File: config.mk
export PLATFORM = sky130hd
export DESIGN_NAME = sa_job_scheduler_flat
export DESIGN_NICKNAME = d
export VERILOG_FILES = /design/src/rtl/sa_job_scheduler_if.sv /design/src/rtl/sa_job_scheduler.sv /design/src/flat_wrapper.sv
export SDC_FILE = /design/constraint.sdc
export NUM_CORES = 1
export LEC_CHECK = 0
export CORE_AREA = 8 8 394 396
export CTS_BUF_LIST = sky130_fd_sc_hd__clkbuf_2 sky130_fd_sc_hd__clkbuf_4 sky130_fd_sc_hd__clkbuf_8
export DETAILED_ROUTE_END_ITERATION = 16
export DIE_AREA = 0 0 402 404
export PLACE_DENSITY = 0.31
export SYNTH_ARGS = -nofsm -noshare
export SYNTH_HDL_FRONTEND = slang
export SYNTH_SLANG_ARGS = --single-unit
File: constraint.sdc
create_clock -name i_clk -period 19.35 [get_ports i_clk]
set_input_delay 3.87 -clock i_clk [delete_from_list [all_inputs] [get_ports i_clk]]
set_output_delay 3.87 -clock i_clk [all_outputs]
set_load 0.01 [all_outputs]
File: src/rtl/sa_job_scheduler_if.sv
// Job/array/result signal bundle between the scheduler, its two requesters,
// the shared systolic array and the result consumer.
interface sa_job_scheduler_if #(
   parameter int N = 4,
   parameter int W = 8
);
   localparam int MW = N * N * W;

   logic [1:0]    i_req_valid;
   logic [1:0]    o_req_ready;
   logic [MW-1:0] i_req0_a;
   logic [MW-1:0] i_req0_b;
   logic [MW-1:0] i_req1_a;
   logic [MW-1:0] i_req1_b;
   logic [MW-1:0] o_sa_a;
   logic [MW-1:0] o_sa_b;
   logic          o_sa_valid;
   logic [MW-1:0] i_sa_c;
   logic          i_sa_valid;
   logic          o_res_valid;
   logic          i_res_ready;
   logic          o_res_id;
   logic [MW-1:0] o_res_c;
   logic          o_busy;
   logic          o_timeout;
   logic          o_timeout_sticky;

   modport slave (
      input  i_req_valid, i_req0_a, i_req0_b, i_req1_a, i_req1_b,
      input  i_sa_c, i_sa_valid, i_res_ready,
      output o_req_ready, o_sa_a, o_sa_b, o_sa_valid,
      output o_res_valid, o_res_id, o_res_c,
      output o_busy, o_timeout, o_timeout_sticky
   );

   modport master (
      output i_req_valid, i_req0_a, i_req0_b, i_req1_a, i_req1_b,
      output i_sa_c, i_sa_valid, i_res_ready,
      input  o_req_ready, o_sa_a, o_sa_b, o_sa_valid,
      input  o_res_valid, o_res_id, o_res_c,
      input  o_busy, o_timeout, o_timeout_sticky
   );
endinterface

File: src/rtl/sa_job_scheduler.sv
// Round-robin scheduler of two requesters onto one shared systolic array,
// with a WAIT-state watchdog that drops jobs the array never answers.
module sa_job_scheduler #(
   parameter int N       = 4,
   parameter int W       = 8,
   parameter int TIMEOUT = 64
) (
   input  logic              i_clk,
   input  logic              i_arst,
   sa_job_scheduler_if.slave bus
);
   localparam int MW = N * N * W;
   localparam int CW = (TIMEOUT > 2) ? $clog2(TIMEOUT) : 1;

   typedef enum logic [1:0] {S_IDLE, S_ISSUE, S_WAIT, S_RESP} state_t;

   state_t        state_q, state_d;
   logic          last_q, last_d;
   logic          id_q, id_d;
   logic [MW-1:0] sa_a_q, sa_a_d;
   logic [MW-1:0] sa_b_q, sa_b_d;
   logic [MW-1:0] res_c_q, res_c_d;
   logic [CW-1:0] cnt_q, cnt_d;
   logic          sa_valid_q, sa_valid_d;
   logic          res_valid_q, res_valid_d;
   logic          busy_q, busy_d;
   logic          timeout_q, timeout_d;
   logic          sticky_q, sticky_d;
   logic [1:0]    gnt;
   logic [1:0]    req_ready;

   // On contention the requester that did not win last time is granted.
   always_comb begin
      gnt = bus.i_req_valid;
      if (&bus.i_req_valid) begin
         gnt = last_q ? 2'b01 : 2'b10;
      end
      req_ready = (state_q == S_IDLE) ? gnt : 2'b00;
   end

   always_comb begin
      state_d     = state_q;
      last_d      = last_q;
      id_d        = id_q;
      sa_a_d      = sa_a_q;
      sa_b_d      = sa_b_q;
      res_c_d     = res_c_q;
      cnt_d       = cnt_q;
      sa_valid_d  = 1'b0;
      res_valid_d = res_valid_q;
      busy_d      = busy_q;
      timeout_d   = 1'b0;
      sticky_d    = sticky_q;
      unique case (state_q)
         S_IDLE: begin
            if (|req_ready) begin
               id_d       = req_ready[1];
               last_d     = req_ready[1];
               sa_a_d     = req_ready[1] ? bus.i_req1_a : bus.i_req0_a;
               sa_b_d     = req_ready[1] ? bus.i_req1_b : bus.i_req0_b;
               sa_valid_d = 1'b1;
               busy_d     = 1'b1;
               state_d    = S_ISSUE;
            end
         end
         S_ISSUE: begin
            cnt_d   = '0;
            state_d = S_WAIT;
         end
         S_WAIT: begin
            // A result arriving on the last allowed cycle still beats the watchdog.
            if (bus.i_sa_valid) begin
               res_c_d     = bus.i_sa_c;
               res_valid_d = 1'b1;
               state_d     = S_RESP;
            end else if (cnt_q == CW'(TIMEOUT - 1)) begin
               timeout_d = 1'b1;
               sticky_d  = 1'b1;
               busy_d    = 1'b0;
               state_d   = S_IDLE;
            end else begin
               cnt_d = cnt_q + CW'(1);
            end
         end
         S_RESP: begin
            if (bus.i_res_ready) begin
               res_valid_d = 1'b0;
               busy_d      = 1'b0;
               state_d     = S_IDLE;
            end
         end
         default: begin
            state_d = S_IDLE;
         end
      endcase
   end

   always_ff @(posedge i_clk or posedge i_arst) begin
      if (i_arst) begin
         state_q     <= S_IDLE;
         last_q      <= 1'b1;
         id_q        <= 1'b0;
         sa_a_q      <= '0;
         sa_b_q      <= '0;
         res_c_q     <= '0;
         cnt_q       <= '0;
         sa_valid_q  <= 1'b0;
         res_valid_q <= 1'b0;
         busy_q      <= 1'b0;
         timeout_q   <= 1'b0;
         sticky_q    <= 1'b0;
      end else begin
         state_q     <= state_d;
         last_q      <= last_d;
         id_q        <= id_d;
         sa_a_q      <= sa_a_d;
         sa_b_q      <= sa_b_d;
         res_c_q     <= res_c_d;
         cnt_q       <= cnt_d;
         sa_valid_q  <= sa_valid_d;
         res_valid_q <= res_valid_d;
         busy_q      <= busy_d;
         timeout_q   <= timeout_d;
         sticky_q    <= sticky_d;
      end
   end

   assign bus.o_req_ready      = req_ready;
   assign bus.o_sa_a           = sa_a_q;
   assign bus.o_sa_b           = sa_b_q;
   assign bus.o_sa_valid       = sa_valid_q;
   assign bus.o_res_valid      = res_valid_q;
   assign bus.o_res_id         = id_q;
   assign bus.o_res_c          = res_c_q;
   assign bus.o_busy           = busy_q;
   assign bus.o_timeout        = timeout_q;
   assign bus.o_timeout_sticky = sticky_q;
endmodule

File: src/flat_wrapper.sv
// flat-port wrapper written by rule: the top's interface ports become plain ports
module sa_job_scheduler_flat 
#(
   parameter int N       = 4,
   parameter int W       = 8,
   parameter int TIMEOUT = 64
)
  (i_clk, i_arst, bus_i_req_valid, bus_i_req0_a, bus_i_req0_b, bus_i_req1_a, bus_i_req1_b, bus_i_sa_c, bus_i_sa_valid, bus_i_res_ready, bus_o_req_ready, bus_o_sa_a, bus_o_sa_b, bus_o_sa_valid, bus_o_res_valid, bus_o_res_id, bus_o_res_c, bus_o_busy, bus_o_timeout, bus_o_timeout_sticky);
  sa_job_scheduler_if #(.N(N), .W(W)) bus_i ();
  input  logic i_clk;
  input  logic i_arst;
  input wire logic [$bits(bus_i.i_req_valid)-1:0] bus_i_req_valid;
  input wire logic [$bits(bus_i.i_req0_a)-1:0] bus_i_req0_a;
  input wire logic [$bits(bus_i.i_req0_b)-1:0] bus_i_req0_b;
  input wire logic [$bits(bus_i.i_req1_a)-1:0] bus_i_req1_a;
  input wire logic [$bits(bus_i.i_req1_b)-1:0] bus_i_req1_b;
  input wire logic [$bits(bus_i.i_sa_c)-1:0] bus_i_sa_c;
  input wire logic [$bits(bus_i.i_sa_valid)-1:0] bus_i_sa_valid;
  input wire logic [$bits(bus_i.i_res_ready)-1:0] bus_i_res_ready;
  output wire logic [$bits(bus_i.o_req_ready)-1:0] bus_o_req_ready;
  output wire logic [$bits(bus_i.o_sa_a)-1:0] bus_o_sa_a;
  output wire logic [$bits(bus_i.o_sa_b)-1:0] bus_o_sa_b;
  output wire logic [$bits(bus_i.o_sa_valid)-1:0] bus_o_sa_valid;
  output wire logic [$bits(bus_i.o_res_valid)-1:0] bus_o_res_valid;
  output wire logic [$bits(bus_i.o_res_id)-1:0] bus_o_res_id;
  output wire logic [$bits(bus_i.o_res_c)-1:0] bus_o_res_c;
  output wire logic [$bits(bus_i.o_busy)-1:0] bus_o_busy;
  output wire logic [$bits(bus_i.o_timeout)-1:0] bus_o_timeout;
  output wire logic [$bits(bus_i.o_timeout_sticky)-1:0] bus_o_timeout_sticky;
  assign bus_i.i_req_valid = bus_i_req_valid;
  assign bus_i.i_req0_a = bus_i_req0_a;
  assign bus_i.i_req0_b = bus_i_req0_b;
  assign bus_i.i_req1_a = bus_i_req1_a;
  assign bus_i.i_req1_b = bus_i_req1_b;
  assign bus_i.i_sa_c = bus_i_sa_c;
  assign bus_i.i_sa_valid = bus_i_sa_valid;
  assign bus_i.i_res_ready = bus_i_res_ready;
  assign bus_o_req_ready = bus_i.o_req_ready;
  assign bus_o_sa_a = bus_i.o_sa_a;
  assign bus_o_sa_b = bus_i.o_sa_b;
  assign bus_o_sa_valid = bus_i.o_sa_valid;
  assign bus_o_res_valid = bus_i.o_res_valid;
  assign bus_o_res_id = bus_i.o_res_id;
  assign bus_o_res_c = bus_i.o_res_c;
  assign bus_o_busy = bus_i.o_busy;
  assign bus_o_timeout = bus_i.o_timeout;
  assign bus_o_timeout_sticky = bus_i.o_timeout_sticky;
  sa_job_scheduler #(.N(N), .W(W), .TIMEOUT(TIMEOUT)) u_core (.i_clk(i_clk), .i_arst(i_arst), .bus(bus_i));
endmodule
* Word-level counts from Yosys, hierarchy flattened
Cells that the tools add are included.
** Operators by class
- Reduce and logical (&&, ||, !) cells :: 13
- Multiplexer cells :: 25
- $add $sub $neg :: 1
- Equal/unequal tests :: 11
- Bitwise gates (word level) :: 1
** Operator list (number)
- $mux W128 :: 2
- $mux W2 :: 7
- $mux W6 :: 2
- $pmux W6 S2 :: 1
- $reduce_and A3 Y1 :: 4
- $mux W1 :: 10
- $ne A2 B2 Y1 const B :: 5
- $pmux W2 S4 :: 1
- $add A6 B1 Y6 const B :: 1
- $eq A6 B6 Y1 const B :: 1
- $reduce_and A2 Y1 :: 3
- $reduce_and A5 Y1 :: 1
- $eq A2 B2 Y1 const B :: 2
- $reduce_bool A2 Y1 :: 2
- $ne A3 B2 Y1 const B :: 1
- $pmux W1 S3 :: 1
- $reduce_bool A3 Y1 :: 1
- $eq A2 B1 Y1 const B :: 1
- $logic_not A2 Y1 :: 1
- $ne A2 B1 Y1 const B :: 1
- $pmux W1 S2 :: 1
- $reduce_or A2 Y1 :: 1
- $not A1 Y1 :: 1
** Storage, ports and cells
- Register bits after elaboration :: 399
- Word-level logic and storage cells :: 63
- Output and inout port bits :: 392
- Bits of input ports :: 646

* Depth between registers and ports, before layout
Gate-level depths: netlist of the first run.
- Depth after elaboration :: 6
- Gate-level depth with buffers :: 6
- Gate-level depth less buffers :: 4

* Worst setup path after synthesis of the first run
No wires, ideal clock.
- Path kind :: input to output
- From :: input bus_i_req_valid[1]
- To :: output bus_o_req_ready[1]
- Path slack :: 10.864 ns
- Stages on the path :: 4
- Required time :: 15.480 ns
- Arrival :: 4.616 ns
- Buffers on the path :: 2
- Cell sequence :: a21boi_2 buf_6 buf_6 and2_1
** Between the ends
- Cells in the longest elaborated chain, start to end :: 3
** RTL lines
- start: declaration :: line flat_wrapper.sv:12 : input wire logic [$bits(bus_i.i_req_valid)-1:0] bus_i_req_valid;
- $reduce_and A2 Y1 :: line sa_job_scheduler.sv:35 : if (&bus.i_req_valid) begin
- $mux W2 (*) :: line sa_job_scheduler.sv:35
- $mux W2 (*) :: line sa_job_scheduler.sv:38 : req_ready = (state_q == S_IDLE) ? gnt : 2'b00;
- end: declaration :: line flat_wrapper.sv:20 : output wire logic [$bits(bus_i.o_req_ready)-1:0] bus_o_req_ready;
Every way passes the cells marked *; elsewhere a longest branch is shown, timed or not.

* Final worst setup path of the first run
Ends and elaborated chain as after synthesis.

==> results of run 1 <==
## cell families after synthesis
group / Yosys count / share of synthesized area
multiplexers: 642 / 0.3985
flip-flops: 399 / 0.5506
buffers and inverters: 79 / 0.03194
AND/OR/NAND/NOR: 33 / 0.01021
AO/OA/AOI/OAI: 22 / 0.008003
adder cells (fa/ha/maj): 1 / 0.0006898
## per-layer routing
layer | track usage | wire length (um)
met5 | 0 | 314
met4 | 0.05456 | 4468
met3 | 0.06581 | 11470
met2 | 0.2223 | 53980
met1 | 0.1242 | 36740
## state kept, by name, summed over array words and instances (netlist names)
signal / flops
u_core.bus.o_busy: 1
u_core.bus.o_res_c: 128
u_core.bus.o_res_id: 1
u_core.bus.o_res_valid: 1
u_core.bus.o_sa_a: 128
u_core.bus.o_sa_b: 128
u_core.bus.o_sa_valid: 1
u_core.bus.o_timeout: 1
u_core.bus.o_timeout_sticky: 1
u_core.cnt_q: 6
u_core.last_q: 1
u_core.state_q: 2
## power groups by stage
stage	logic (W)	registers, W	clock network [W]
5_1_grt	0.00251	0.00157	0.00118
6_report	0.00237	0.00151	0.00107
4_1_cts	0.00247	0.00152	0.00115
3_3_place_gp	0.00245	0.00152	0
3_5_place_dp	0.00246	0.00152	0
2_1_floorplan	0.000802	0.00168	0
## area by class of cell
cell class / instances / area share
Antenna cell: 21 / 0.001613
Timing Repair Buffer: 1050 / 0.3217
Inverter: 7 / 0.001268
Multi-Input combinational cell: 698 / 0.2329
Sequential cell: 399 / 0.3066
Clock inverter: 13 / 0.004879
Tap cell: 1944 / 0.07468
Clock buffer: 149 / 0.05643
## per-stage QoR
| stage | utilization | power (W) | instances | hold slack (ns) | setup WS, ns |
|---|---|---|---|---|---|
| finish | 0.2188 | 0.004949 | 4281 | 0.4755 | 10.15 |
| global route | 0.2185 | 0.005265 | 4266 | 0.4882 | 10.07 |
| floorplan | - | 0.002478 | 1176 | 0.4969 | 4.386 |
| global placement | 0.2050 | 0.003967 | 4098 | 0.4602 | 10.13 |
| CTS | 0.2184 | 0.005130 | 4260 | 0.4795 | 10.15 |
| detailed placement | 0.2050 | 0.003980 | 4098 | 0.4667 | 10.16 |
## final timing paths
path / to / from / slack [ns]
min: u_core.bus.o_timeout_sticky / u_core.bus.o_timeout_sticky / 0.48
min in group asynchronous: u_core.bus.o_sa_a[105] / i_arst / 3.68
max reg2reg: u_core.bus.o_sa_a[10] / u_core.last_q / 15.24
max in group asynchronous: u_core.bus.o_sa_b[96] / i_arst / 12.57
max: bus_o_req_ready[1] / bus_i_req_valid[1] / 10.15
min reg2reg: u_core.bus.o_timeout_sticky / u_core.bus.o_timeout_sticky / 0.48
## cells in the final DEF (no fill, tap or decap), drive strengths merged, types with 2 or more instances in the layout
cell / Yosys / layout
clkinv: 0 / 6
dfrtp: 398 / 398
o221ai: 2 / 2
diode: 0 / 21
clkdlybuf4s50: 0 / 1037
nor2: 3 / 3
nand2: 12 / 12
clkbuf: 2 / 149
nand4: 3 / 3
nand3: 3 / 3
buf: 70 / 13
inv: 7 / 12
a21oi: 5 / 5
mux2: 640 / 640
nand2b: 3 / 3
mux2i: 2 / 2
o21ai: 8 / 8
or2: 2 / 2
==> results.txt, run 1 <==
The flow ran to the end, and the final reports show no timing, DRC or antenna violations. The dominant register cell in the synthesized netlist is sky130_fd_sc_hd__dfrtp_1. Based on the critical path, the design can be clocked at up to 108.8 MHz. The hold path depth is 1.

The finished layout cell area came out at 32,570 um2. The total number of clock tree sinks came out at 399. Counting flops with a built-in enable in the synthesized netlist gives 0.

The via count of the routed design is 14,440. Counting every instance in the synthesized netlist gives 1,176. The worst setup path is launched from a primary input. The ratio of cells with drive above 1 in the final layout is 0.3554.

The share of power burned in registers came out at 0.305. The H-tree depth reported by CTS came out at 3. Among the stages of the critical path, the cell type that occurs most often is sky130_fd_sc_hd__clkdlybuf4s50_1.

The final critical path time including I/O delays and setup is 9.195 ns. For this run, asynchronously set or reset flops after synthesis account for 1.000. The number of antenna-violating nets in the routed design is 0. Of all cell types, the one taking the most synthesized area is sky130_fd_sc_hd__dfrtp_1. The number of nets at the end of the flow is 2,895. The number of pins with negative max-slew slack in the final report is 0.

The overall overflow remaining after global route came out at 0. The area share of the largest cell type after synthesis is 0.5492. The number of global-route vias before repair is 16,500. Across the VDD grid, the largest voltage drop is 73.48 uV.

The average footprint of a synthesized cell came out at 15.42 um2. The endpoint kind of the worst setup timing path is a primary output. The share of the cycle needed by the critical path after routing came out at 0.4752. The number of core rows came out at 142. The largest fanout on the critical path came out at 4. The share of synthesized area occupied by flip-flops and latches is 0.5506. The instance count on the critical path is 4. Counting distinct cell types in the post-synthesis netlist gives 36. In the routed design, unresolved DRC markers number 0.

The vertical die dimension is 404 um. The headroom to the max-slew limit came out at 0.2259. The area of the mapped netlist is 18,130 um2.

The CTS tree is built. The count of port buffers added during placement is 1,037. The die area is 162,400 um2. The post-CTS setup buffer count came out at 0.

The clock latency reported for the late side of the worst-skew pair is 0.76 ns. The layout-stage area growth over the synthesis result came out at 79.61%. The setup skew after layout came out at 0.05835 ns. The summed negative setup slack over all endpoints came out at 0 ns. The critical path class is primary input to primary output. The area used by sequential logic in the layout came out at 9986 um2.

After synthesis, the cell types taking the most area are sky130_fd_sc_hd__dfrtp_1 55%, sky130_fd_sc_hd__mux2_2 40%, sky130_fd_sc_hd__buf_6 1.6%. Clock-pin slew was measured on the worst setup and hold paths at 0.05 ns. Internal power comes to 0.003225 W.

Setup repair after global routing left no endpoint under its margin. The via density per instance is 3.372. The net switching share of the total power is 0.3483. The area inside the core boundary is 148,900 um2. The maximum cell stage delay along the critical path is 0.56 ns. For the pin with the worst max-slew slack, the measured transition is 1.161 ns. In the final layout, the multi-input gates occupy 7585 um2. The wire length of the first global-routing pass is 143,500 um.

The net switching component of the power came out at 0.001724 W. The most instantiated library cell after synthesis is sky130_fd_sc_hd__mux2_2. The number of hold violations in the final report is 0. The detailed-routing iteration count for the pre-antenna-repair pass is 4. The starting utilization of the core area came out at 0.1218.

The min-delay analysis places its worst path in the category flop to flop. Synthesis produced a netlist with a net count of 1,823. Sorting the synthesized cells by how often they occur yields 640 x sky130_fd_sc_hd__mux2_2, 398 x sky130_fd_sc_hd__dfrtp_1, 31 x sky130_fd_sc_hd__buf_2.

The I/O pin total is 1,038. The sum of routed wire length over all layers came out at 107,000 um. The sum of buffers and inverters on the critical path came out at 2.

The largest individual stage delay along the critical path comes from the cell sky130_fd_sc_hd__clkdlybuf4s50_1. The total track usage came out at 0.1263. The signal on the critical path passes through clkdlybuf4s50_1, a21boi_4, and2_1, clkdlybuf4s50_1. In this run the static leakage power is 12.54 nW.

The root buffer cell is sky130_fd_sc_hd__clkbuf_8. The share of power burned in the clock network came out at 0.217. The number of flip-flops and latches in the synthesized netlist is 399.

Broken down by cell family, the worst path's largest delay share belongs to buffers and inverters. Max-cap violations in this run came to 0. The power share of the combinational group is 0.478.

The count of synthesis-stage warnings from yosys came out at 0. Entering global routing, the biggest net connects 116 pins. Setup violations remaining at the end of the flow were counted as 0. The maximum count of clock buffers along a single path is 3.

The post-detailed-route wirelength per cell came out at 24.99 um. The required time at the endpoint of the critical path came out at 15.48 ns. Post-CTS repair changed the size of 0 cells. Clock tree synthesis inserted a total of 92 buffers.

The die outline width is 402 um. The power density normalized to cell area is 151.9 nW/um2. The last weighted congestion value of the routability-driven placer came out at 0.7697.

The wire-length estimate of the detail-placed layout is 85,830 um. The instance area at placement is 30,520 um2. The arrival time reported for the critical path endpoint came out at 5.33 ns.

After filler insertion, the fill cell instance count of the layout stands at 15,890. The path depth of the worst reg2reg path came out at 6. The number of buffers inserted by hold repair at cts came out at 0.

The number of antenna violations at the first check in global routing came out at 58. The detailed router finished its first iteration with 443 violations.
Note: power is estimated with default switching activity, not from simulation.
==> run 2, diff against run 1 <==
- clock period: 19.35 -> 8.6 ns (I/O delays scaled with it)
==> results.txt, run 2 (same netlist as run 1, synthesis figures left out) <==
The clock transition at the registers of the reported paths is 0.05 ns (about the same). The detailed-routing iteration count for the pre-antenna-repair pass came out at 4 (unchanged). The number of antenna violations at the first check in global routing came out at 39 (-33%).

The number of pins with negative max-slew slack in the final report came to 0 (unchanged). The ratio of cells with drive above 1 in the final layout is 0.3554 (unchanged). The H-tree depth reported by CTS is 3 (unchanged). The critical path starts at bus_i_req_valid[0]. The area inside the core boundary is 148,900 um2 (unchanged). The I/O pin total came out at 1,038 (unchanged). The number of nets at the end of the flow is 2,894 (-0.035%). The number of buffers inserted during clock tree synthesis is 92 (unchanged). The starting utilization of the core area came out at 0.1218 (unchanged). The layout-stage area growth over the synthesis result is 79.86%. The headroom to the max-slew limit is 0.05858 (-0.1673). The number of buffers inserted by hold repair at cts is 0 (unchanged).

In this run the most critical hold path is launched from u_core.bus.o_timeout_sticky. The violation count after the first detailed-route iteration came to 396 (-11%). The number of core rows is 142 (unchanged). In the layout the commonest cells are 1,037 x sky130_fd_sc_hd__clkdlybuf4s50_1, 640 x sky130_fd_sc_hd__mux2_2, 398 x sky130_fd_sc_hd__dfrtp_1. The summed negative setup slack over all endpoints is 0 ns (unchanged). The overall overflow remaining after global route is 0 (unchanged). The count of port buffers added during placement came out at 1,037 (unchanged).

The worst hold path class is flop to flop. The number of global-route vias before repair was 16,360 (-0.85%). STA classifies the critical path endpoint as a primary output.

For this run, the top clock speed supported by timing is 201.6 MHz. The total number of clock tree sinks is 399 (unchanged). Setup repair after global routing left no endpoint under its margin. The run finished with clean final reports. The tree is rooted in a sky130_fd_sc_hd__clkbuf_8.

The worst-margin pin slew came out at 1.412 ns (+0.2509 ns). The estimated wirelength of the detail-placed design came to 87,120 um (+1.5%). The largest fanout on the critical path came out at 4 (unchanged). The arrival time reported for the critical path endpoint is 3.24 ns (-2.09 ns). The post-detailed-route wirelength per cell came out at 25.28 um (+1.2%). Leaving out fill and tap cells, the most frequent cell in the layout is sky130_fd_sc_hd__clkdlybuf4s50_1. The power density normalized to cell area came out at 341.6 nW/um2 (+120%). The number of remaining DRC errors is 0 (unchanged). TritonCTS built the clock tree. The via density per instance was 3.373 (about the same). After layout, the minimum clock period comes to 4.960 ns. The sum of routed wire length over all layers is 108,200 um (+1.2%). The sort of element at the start of the critical path is a primary input. The required time at the endpoint of the critical path was 6.88 ns (-8.60 ns). The number of max-cap violations came out at 0 (unchanged).

The placed instance count came out at 4,097 (-0.024%). The critical path class is primary input to primary output. The total track usage came to 0.1274 (+0.001091). The post-cts repair resize count was 0 (unchanged). The last weighted congestion value of the routability-driven placer is 0.7890 (+2.5%). The count of endpoints failing setup in the final report came out at 0 (unchanged). The leakage power summed over all cells is 12.55 nW (about the same). The clock latency reported for the late side of the worst-skew pair came out at 0.78 ns (+0.02 ns). The worst register-to-register path begins at u_core.state_q[1]. The die area came out at 162,400 um2 (unchanged).

The wire length of the first global-routing pass is 144,500 um (+0.74%). The die outline width is 402 um (unchanged). The number of standard cells in the final layout excluding fillers is 4,281 (unchanged).

The worst-case vdd ir drop is 174.2 uV (+140%). The maximum count of clock buffers along a single path came out at 3 (unchanged). The instance area at placement came to 30,570 um2 (+0.17%). The vertical die dimension is 404 um (unchanged). The via count of the routed design came out at 14,440 (+0.021%). The number of antenna-violating nets in the routed design was 0 (unchanged). The post-CTS setup buffer count came out at 0 (unchanged). The number of hold violations in the final report came out at 0 (unchanged). The finished layout cell area came out at 32,620 um2 (+0.14%). The pin count of the biggest net entering global routing is 150 (+29%). The share of the cycle needed by the critical path after routing came out at 0.5768. The setup skew after layout came out at 0.07975 ns (+0.02141 ns).
## run 2: stage by stage
stage            util  total power [W]  hold slack [ns]  worst slack, ns
6_report       0.2191          0.01114           0.4791            3.640
5_1_grt        0.2189          0.01183           0.4932            3.570
4_1_cts        0.2187          0.01154           0.4845            3.556
3_5_place_dp   0.2053         0.008952           0.4705            3.566
3_3_place_gp   0.2053         0.008931           0.4603            3.447
2_1_floorplan       -         0.005577           0.4969            1.509
## run 2: final timing paths
path	endpoint	slack, ns	cells past startpoint
min in group asynchronous	u_core.bus.o_sa_b[81]	1.44	2
worst max register to register	u_core.bus.o_sa_b[4]	5.45	5
worst min-delay path	u_core.bus.o_timeout_sticky	0.48	1
worst min register to register	u_core.bus.o_timeout_sticky	0.48	1
max in group asynchronous	u_core.bus.o_sa_a[96]	5.59	4
worst max-delay path	bus_o_req_ready[0]	3.64	4
## run 2: routing by layer
layer  wire length (um)  GRT usage
met1              36550     0.1231
met2              59360     0.2462
met3               9825    0.05688
met4               2311    0.03002
met5                196          0
## run 2: critical path, cell delays in order
cell	delay (ns)
sky130_fd_sc_hd__clkdlybuf4s50_1	0.59
sky130_fd_sc_hd__nand2_1	0.11
sky130_fd_sc_hd__a21oi_1	0.21
sky130_fd_sc_hd__clkdlybuf4s50_1	0.60
## run 2: power breakdown
group          switching (W)  internal [W]  leakage, nW
Combinational        0.00229       0.00303         6.78
Clock                0.00104       0.00138         1.06
Sequential          0.000542       0.00285         4.71
Total                0.00388       0.00726         12.6
## run 2: area by class of cell
cell class              count  area (um2)
multi-input cells         698        7585
flip-flops and latches    399        9986
diodes                     21       52.55
clock inverters            23       259.0
inverters                   7       37.54
well taps                1944        2432
repair buffers           1049       10530
clock buffers             140        1733
fillers                 15900      116300
==> run 3, diff against run 2 <==
- CORE_AREA: 8 8 394 396 -> 8 8 403 405
- DIE_AREA: 0 0 402 404 -> 0 0 411 413
- clock period: 8.6 -> 4.4 ns (I/O delays scaled with it)
==> results.txt, run 3 (same netlist as run 1, synthesis figures left out) <==
The run finished with clean final reports. The ratio of cells with drive above 1 in the final layout is 0.3606 (+0.005246). The wire length of the first global-routing pass came out at 147,800 um (+2.2%). The number of standard cells in the final layout excluding fillers is 4,405 (+2.9%).

The register-to-register setup slack is 1.65 ns (-3.80 ns). The post-detailed-route wirelength per cell is 25.49 um (+0.83%). The maximum cell stage delay along the critical path came out at 0.56 ns (-0.04 ns).

The post-CTS setup buffer count is 0 (unchanged). The worst flop-to-flop path startpoint is u_core.state_q[1]. The number of global-route vias before repair is 16,470 (+0.67%). The path depth of the worst reg2reg path is 5 (unchanged).

The root buffer cell chosen for the clock tree is sky130_fd_sc_hd__clkbuf_8. The startpoint of the worst hold path is u_core.bus.o_timeout_sticky. The worst register-to-register path ends at u_core.bus.o_sa_b[98]. The required time at the endpoint of the critical path came out at 3.52 ns (-3.36 ns). The detailed-routing iteration count for the pre-antenna-repair pass came out at 4 (unchanged). The post-cts repair resize count was 0 (unchanged). The number of buffers inserted during clock tree synthesis is 91 (-1.1%). By startpoint and endpoint, the worst setup path is classified as primary input to primary output. The number of nets at the end of the flow came out at 2,921 (+0.93%). In the layout the commonest cells are 1,037 x sky130_fd_sc_hd__clkdlybuf4s50_1, 640 x sky130_fd_sc_hd__mux2_2, 398 x sky130_fd_sc_hd__dfrtp_1. The worst path in the final design needs a cycle of 3.279 ns, including I/O delays and setup. The total number of clock tree sinks came out at 399 (unchanged).

Setup repair after global routing left no endpoint under its margin. The number of remaining DRC errors is 0 (unchanged). STA classifies the critical path startpoint as a primary input. The starting utilization of the core area came out at 0.1165 (-0.005301). The last weighted congestion value of the routability-driven placer came to 0.8545 (+8.3%). The power share of the combinational group came out at 0.484 (+0.006). The worst hold path class is flop to flop. The count of endpoints failing setup in the final report came out at 0 (unchanged). Dividing the final minimum period by the clock period gives 0.7452.

The overall overflow remaining after global route is 0 (unchanged). For this design, the slowest cell found on the critical path is sky130_fd_sc_hd__clkdlybuf4s50_1. The worst hold path terminates at u_core.bus.o_timeout_sticky. The number of buffers inserted by hold repair at cts is 0 (unchanged). The maximum count of clock buffers along a single path is 3 (unchanged).

The I/O pin total is 1,038 (unchanged). The number of pins with negative max-slew slack in the final report is 0 (unchanged). The worst setup path is captured at a primary output.

The post-layout utilization of the core came out at 0.2120 (-0.007026). The largest fanout on the critical path came to 4 (unchanged). The count of port buffers added during placement was 1,037 (unchanged). Traced cell by cell, the critical path runs through clkdlybuf4s50_1, a21boi_4, and2_1, clkdlybuf4s50_1. The via density per instance is 3.294 (-2.3%). The finished layout cell area came out at 33,010 um2 (+1.2%). The net switching share of the total power was 0.3534 (+0.005265). The hold path depth is 1 (unchanged). The sum of buffers and inverters on the critical path is 2 (unchanged). The clock latency reported for the late side of the worst-skew pair came to 0.77 ns (about the same). The number of antenna violations at the first check in global routing is 44 (+13%). The pin count of the biggest net entering global routing came out at 88 (-41%). The estimated wirelength of the detail-placed design came out at 92,930 um (+6.7%). The achievable frequency is 305.0 MHz. The vertical die dimension is 413 um (+2.2%). The share of power burned in the clock network came out at 0.207 (-0.011).

The most numerous cell type found on the critical path is sky130_fd_sc_hd__clkdlybuf4s50_1. The number of core rows came out at 145 (+2.1%). The total track usage is 0.1259 (-0.001437). The worst-case vdd ir drop came out at 261.8 uV (+50%). The number of hold violations in the final report is 0 (unchanged).

The sum of routed wire length over all layers came out at 112,300 um (+3.7%). The die outline width is 411 um (+2.2%). The cell-internal power came out at 0.01417 W (+95%). The number of antenna-violating nets in the routed design is 0 (unchanged). The number of max-cap violations came out at 0 (unchanged).

The H-tree depth reported by CTS is 3 (unchanged). The headroom to the max-slew limit was 0.4373 (+0.3787). The share of power burned in registers came to 0.309 (+0.005). TritonCTS built the clock tree.

The die area was 169,700 um2 (+4.5%). The leakage power summed over all cells was 12.69 nW (+1.1%). The violation count after the first detailed-route iteration came out at 422 (+6.6%).

The clock transition at the registers of the reported paths came out at 0.05 ns (about the same). The net switching component of the power is 0.007743 W (+100%). The placed instance count was 4,239 (+3.5%). The area inside the core boundary was 155,700 um2 (+4.5%). The layout-stage area growth over the synthesis result is 82.01%. Grouping stages by cell kind, the critical path spends the most delay in buffers and inverters. The library cell used most frequently in the layout, excluding fill and tap cells, is sky130_fd_sc_hd__clkdlybuf4s50_1.

The power density normalized to cell area came out at 663.7 nW/um2 (+94%). The instance area at placement is 31,060 um2 (+1.6%). The via count of the routed design came to 14,510 (+0.49%). The worst-margin pin slew came out at 0.8441 ns (-0.5680 ns).

The setup skew after layout came out at 0.05094 ns (-0.02881 ns). The arrival time reported for the critical path endpoint is 2.40 ns (-0.84 ns).
==> run 3: worst register-to-register path, cell delays in order (launching register included) <==
cell and delay, ns:
sky130_fd_sc_hd__dfrtp_1 0.52, sky130_fd_sc_hd__nor2_4 0.31, sky130_fd_sc_hd__o21ai_1 0.28, sky130_fd_sc_hd__inv_8 0.54
sky130_fd_sc_hd__buf_12 0.51, sky130_fd_sc_hd__mux2_2 0.44
==> run 3: power groups by stage <==
stage          clock network (W)  logic, W  registers, W
5_1_grt                  0.00498    0.0112       0.00706
3_5_place_dp                   0    0.0110       0.00685
3_3_place_gp                   0    0.0110       0.00683
2_1_floorplan                  0   0.00353       0.00737
4_1_cts                  0.00484    0.0110       0.00683
6_report                 0.00453    0.0106       0.00678
==> run 3: worst max path at each step <==
stage,start,to,slack [ns],cells after the start
2_1_floorplan,i_arst,u_core.bus.o_busy,-1.85,1
5_1_grt,u_core.state_q[1],bus_o_req_ready[1],0.92,3
6_report,bus_i_req_valid[1],bus_o_req_ready[1],1.12,4
3_3_place_gp,bus_i_req_valid[1],u_core.bus.o_sa_b[102],1.01,6
3_5_place_dp,bus_i_req_valid[0],u_core.bus.o_sa_b[98],0.99,5
4_1_cts,u_core.state_q[1],bus_o_req_ready[1],0.99,3
==> run 3: cell type report <==
cell class	count	area [um2]
diodes	12	30.03
clock buffers	141	1747
clock inverters	13	167.7
fillers	16690	122700
inverters	7	37.54
multi-input cells	698	7585
flip-flops and latches	399	9986
well taps	2058	2575
repair buffers	1077	10880
==> run 3: per-stage QoR <==
step           hold WS (ns)  setup WS, ns  power, W  setup TNS (ns)
2_1_floorplan        0.4969        -1.851   0.01090         -737.06
3_3_place_gp         0.4624         1.010   0.01780               0
3_5_place_dp         0.4630        0.9939   0.01783               0
4_1_cts              0.3759        0.9880   0.02270               0
5_1_grt              0.4117        0.9186   0.02325               0
6_report             0.4745         1.121   0.02191               0
==> run 3: per-layer routing <==
metal | track usage | wire [um] | up-vias | part of all wire
li1 | - | - | 6483 | -
met1 | 0.1273 | 39220 | 7195 | 0.35
met2 | 0.2377 | 60130 | 591 | 0.54
met3 | 0.05412 | 10080 | 188 | 0.090
met4 | 0.03044 | 2545 | 52 | 0.023
met5 | 0 | 328 | - | 0.0029
